`src/rtl/vedic_mac_accumulator.sv`:
```
// rtl/vedic_mac_accumulator.sv - three-stage stall-able multiply-accumulate around a 32x32 vedic multiplier
// Terms are summed per in_last-delimited group; one result register feeds the consumer.

module vedic_multiplier (
   input  logic [31:0] a,
   input  logic [31:0] b,
   output logic [63:0] s
);
   logic [31:0] p_ll, p_lh, p_hl, p_hh;

   // Vertical-and-crosswise split into four 16x16 partial products
   assign p_ll = {16'b0, a[15:0]}  * {16'b0, b[15:0]};
   assign p_lh = {16'b0, a[15:0]}  * {16'b0, b[31:16]};
   assign p_hl = {16'b0, a[31:16]} * {16'b0, b[15:0]};
   assign p_hh = {16'b0, a[31:16]} * {16'b0, b[31:16]};

   assign s = {p_hh, p_ll} + {16'b0, p_lh, 16'b0} + {16'b0, p_hl, 16'b0};
endmodule

module vedic_mac_accumulator #(
   parameter int ACC_W = 80,
   parameter int CNT_W = 16
) (
   input  logic             clk,
   input  logic             rst_n,
   input  logic             flush,
   input  logic             in_valid,
   output logic             in_ready,
   input  logic [31:0]      a,
   input  logic [31:0]      b,
   input  logic             in_last,
   output logic             out_valid,
   input  logic             out_ready,
   output logic [ACC_W-1:0] out_acc,
   output logic [CNT_W-1:0] out_count,
   output logic             out_overflow
);
   logic             stall;
   logic             s0_valid, s0_last;
   logic [31:0]      s0_a, s0_b;
   logic [63:0]      mul_s;
   logic             s1_valid, s1_last;
   logic [63:0]      s1_prod;
   logic [ACC_W-1:0] acc_q;
   logic             ovf_q;
   logic [CNT_W-1:0] cnt_q;
   logic             first;

   logic [ACC_W-1:0] acc_base;
   logic [ACC_W:0]   sum_ext;
   logic             sum_ovf;
   logic [CNT_W-1:0] cnt_base, cnt_next;
   logic             take;

   assign stall    = out_valid && !out_ready;
   assign in_ready = !stall && !flush;
   assign take     = !stall && s1_valid;

   vedic_multiplier u_mul (
      .a (s0_a),
      .b (s0_b),
      .s (mul_s)
   );

   // A group's first term ignores whatever acc/ovf/cnt the previous group left behind
   always_comb begin
      acc_base = first ? '0 : acc_q;
      cnt_base = first ? '0 : cnt_q;
      sum_ext  = {1'b0, acc_base} + {{(ACC_W-63){1'b0}}, s1_prod};
      sum_ovf  = (!first && ovf_q) || sum_ext[ACC_W];
      cnt_next = (&cnt_base) ? cnt_base : cnt_base + CNT_W'(1);
   end

   always_ff @(posedge clk or negedge rst_n) begin
      if (!rst_n) begin
         s0_valid <= 1'b0;
         s0_last  <= 1'b0;
         s0_a     <= '0;
         s0_b     <= '0;
         s1_valid <= 1'b0;
         s1_last  <= 1'b0;
         s1_prod  <= '0;
      end else if (flush) begin
         s0_valid <= 1'b0;
         s1_valid <= 1'b0;
      end else if (!stall) begin
         s0_valid <= in_valid;
         if (in_valid) begin
            s0_a    <= a;
            s0_b    <= b;
            s0_last <= in_last;
         end
         s1_valid <= s0_valid;
         s1_prod  <= mul_s;
         s1_last  <= s0_last;
      end
   end

   always_ff @(posedge clk or negedge rst_n) begin
      if (!rst_n) begin
         acc_q        <= '0;
         ovf_q        <= 1'b0;
         cnt_q        <= '0;
         first        <= 1'b1;
         out_valid    <= 1'b0;
         out_acc      <= '0;
         out_count    <= '0;
         out_overflow <= 1'b0;
      end else if (flush) begin
         acc_q     <= '0;
         ovf_q     <= 1'b0;
         cnt_q     <= '0;
         first     <= 1'b1;
         out_valid <= 1'b0;
      end else begin
         if (take && s1_last) begin
            out_acc      <= sum_ext[ACC_W-1:0];
            out_count    <= cnt_next;
            out_overflow <= sum_ovf;
            out_valid    <= 1'b1;
            acc_q        <= '0;
            first        <= 1'b1;
         end else begin
            if (take) begin
               acc_q <= sum_ext[ACC_W-1:0];
               ovf_q <= sum_ovf;
               cnt_q <= cnt_next;
               first <= 1'b0;
            end
            if (out_valid && out_ready)
               out_valid <= 1'b0;
         end
      end
   end
endmodule
```
`config.mk`:
```
export PLATFORM = sky130hd
export DESIGN_NAME = vedic_mac_accumulator
export DESIGN_NICKNAME = d
export VERILOG_FILES = /design/src/rtl/vedic_mac_accumulator.sv
export SDC_FILE = /design/constraint.sdc
export NUM_CORES = 2
export LEC_CHECK = 0
export CAP_MARGIN = 15
export CORE_MARGIN = 2
export CORE_UTILIZATION = 65
export DETAILED_ROUTE_END_ITERATION = 16
export HOLD_SLACK_MARGIN = 0.06
export PLACE_DENSITY = 0.91
export SYNTH_ARGS = -nofsm -noshare
export SYNTH_HDL_FRONTEND = slang
export SYNTH_SLANG_ARGS = --single-unit
```
`constraint.sdc`:
```
create_clock -name clk -period 10.07 [get_ports clk]
set_input_delay 2.014 -clock clk [delete_from_list [all_inputs] [get_ports clk]]
set_output_delay 2.014 -clock clk [all_outputs]
set_load 0.02 [all_outputs]
```
==> results.yml <==
setup_path:
  timing.rr.end: "s1_prod[60]"
  worstReg2RegStart: "s0_a[13]"
  ff2ff_path_depth: 36
  max_stage_delay_ns: 0.56
  critPathSlowestCell: "fa_1"
  path_class: "flip-flop to flip-flop"
  endpoint: "s1_prod[60]"
  crit_top_cell: "fa_1"
  crit_path_start: "s0_a[13]"
  required_ns: 10.58
  endpoint_kind: "flip-flop"
  worst-path-max-fanout: 8
  cp-start-kind: "flip-flop"
  critPathArrivalTime_ns: 10.35
  r2r_setup_slack_ns: 0.23
timing:
  relSlewSlack_pct: 24.2
  setup_viol: 0
  hold_viol_final: 0
  layout_setup_ws_ns: 0.228
  fin_crit_sh_pct: 97.7
  finClkSkew_ns: 0.0376
  rsz0062_at_grt: "true"
  drv_slew: 0
  tns_ns: 0
  tightest_slew_ns: 1.14
  max_freq_ghz: 0.102
  fin_crit_ns: 9.84
drt:
  drtPass1Iterations: 6
  dr.first_iter.drc_count: 3799
  avgViaCountPerCell: 6.08
  ant_nets: 0
  routed_wl_um: 150000
  vias: 43000
  wl_per_cell_um: 21.2
  drc_errors: 0
global_route:
  grt_pass1_vias: 45700
  antenna_found_initial: 1
  grt_max_degree: 149
  grt_use_total_pct: 35.8
  grt-ovfl-total: 0
  grt_pass1_wl_um: 240000
synth:
  ys.flop_type: "dfrtp_1"
  ys_types: 87
  synthesis.area_um2: 53500
  synth.most_common_cell: "inv_1"
  syn_nets: 7336
  yosys.area.top_type: "fa_1"
  synth-seq-area-share_pct: 15.3
  async_reset_ff_share_pct: 100
  synth.top_cell.area_share_pct: 30.3
  ys_seq_elements: 328
  synth_cells: 5943
  yosys-top-cells-area: "fa_1, dfrtp_1, ha_1"
  synthTopCellsByCount: "inv_1, nand2_1, fa_1, ha_1, and2_1"
  postSynthAreaPerCell_um2: 9.00
  yosys_warnings: 0
  synth_edf_count: 0
cts:
  root_buffer: "clkbuf_16"
  numClockSinks: 328
  postCtsHoldBufs: 0
  cts_max_level: 2
  worstSkewPairLatency_ns: 0.62
  cts_made_buffers: 40
  cts.path.max_buffers: 3
  clk_pin_slew_ns: 0.06
  cts_tree: "done"
finish:
  fin_util_pct: 70.7
  fin_area_um2: 57800
  nFillCells: 5767
  area_growth_pct: 8.07
  diodes: 0
  drive_gt1_share_pct: 5.96
  num-nets-final: 7355
place:
  pre_cts_slack_ns: -0.0815
  place_area_um2: 56200
  dpl.hpwl_um: 117000
  place_congestion: 0.973
  numPortBuffers: 168
die:
  start_util_pct: 65.5
  rows: 105
  die-area_um2: 84600
  fp.dieW_um: 291
  io_pins: 169
  core_um2: 81700
  die_h_um: 291
run:
  max-cap-violations: 0
outcome:
  status: "completed"
hold_path:
  hp-class: "flip-flop to flip-flop"
-- critical path: cells and delay by family (launching register included) --
kind            cells  cell delay (ns)
buf+inv             6             0.46
xor+xnor            2             0.30
simple gates        9             1.80
flops               1             0.51
compound gates     10             2.39
fa+ha+maj           9             4.25
-- logic make-up (layout without fill, tap and decap cells) --
group,count (synthesis),after routing,share of synthesized area (%)
AND/OR/NAND/NOR,1774,1774,16.2
adder cells (fa/ha/maj),1323,1323,42.3
buffers and inverters,1284,1335,9.04
AO/OA/AOI/OAI,873,873,10.6
flip-flops,328,328,15.3
XOR/XNOR,237,237,3.88
multiplexers,124,124,2.60
-- through the flow --
step	cells	hold WS, ns
floorplan	5943	0.435
global placement	6985	0.452
detailed placement	6985	0.458
CTS	7059	0.472
global route	7064	0.505
finish	7064	0.473
-- cell type report --
cell class	instances	area [um2]	area share (%)
Multi-Input combinational cell	4331	40600	70.2
Timing Repair Buffer	272	2510	4.35
Tap cell	1070	1340	2.32
Clock inverter	21	335	0.580
Clock buffer	53	1130	1.95
Sequential cell	328	8220	14.2
Inverter	989	3710	6.42
-- worst min-delay path by stage --
stage                       from      endpoint  slack, ns  cells past startpoint
finish              out_count[7]  out_count[7]       0.47                      2
global route          out_acc[1]    out_acc[1]       0.50                      2
CTS                      s0_last       s1_last       0.47                      2
detailed placement       s0_last       s1_last       0.46                      2
global placement         s0_last       s1_last       0.45                      2
floorplan                s0_last       s1_last       0.43                      2
-- sequential cells by signal (all words and copies together) (netlist names) --
register,cells
acc_q,80
cnt_q,16
first,1
out_acc,80
out_count,16
out_overflow,1
out_valid,1
ovf_q,1
s0_a,32
s0_b,32
s0_last,1
s0_valid,1
s1_last,1
s1_prod,64
s1_valid,1
-- timing repair --
action                                  CTS  global route
pin swaps                                 0             4
endpoints found under the setup margin    4            18
resized for setup                         1            34
setup buffers                             0             5
-- per-layer routing --
metal | vias up | wire [um] | track usage [%]
li1 | 18800 | - | -
met1 | 21100 | 56000 | 44.9
met2 | 2388 | 68900 | 58.3
met3 | 618 | 16700 | 9.44
met4 | 2 | 7970 | 16.8
met5 | - | 11 | 0
-- cells in the final DEF, fill, tap and decap left out, drive strengths merged, types with 8 or more instances in the layout --
master,count
inv,992
nand2,848
fa,810
ha,513
and2,477
dfrtp,327
o21ai,242
a21oi,207
clkdlybuf4s50,167
xnor2,160
nor2,126
a21o,123
mux2,118
buf,105
nor2b,97
xor2,77
a22o,62
clkbuf,53
nor3,45
nand3,44
o21bai,37
nand4,33
o21a,33
a211oi,27
nand2b,25
and3,20
o31ai,18
o211ai,14
a31oi,14
nor3b,10
or3,10
a32o,10
clkinv,9
o2111ai,8
Power is left out: the tool's default activity adds up to more than one toggle a clock period on the data nets, which glitch-free logic cannot reach.
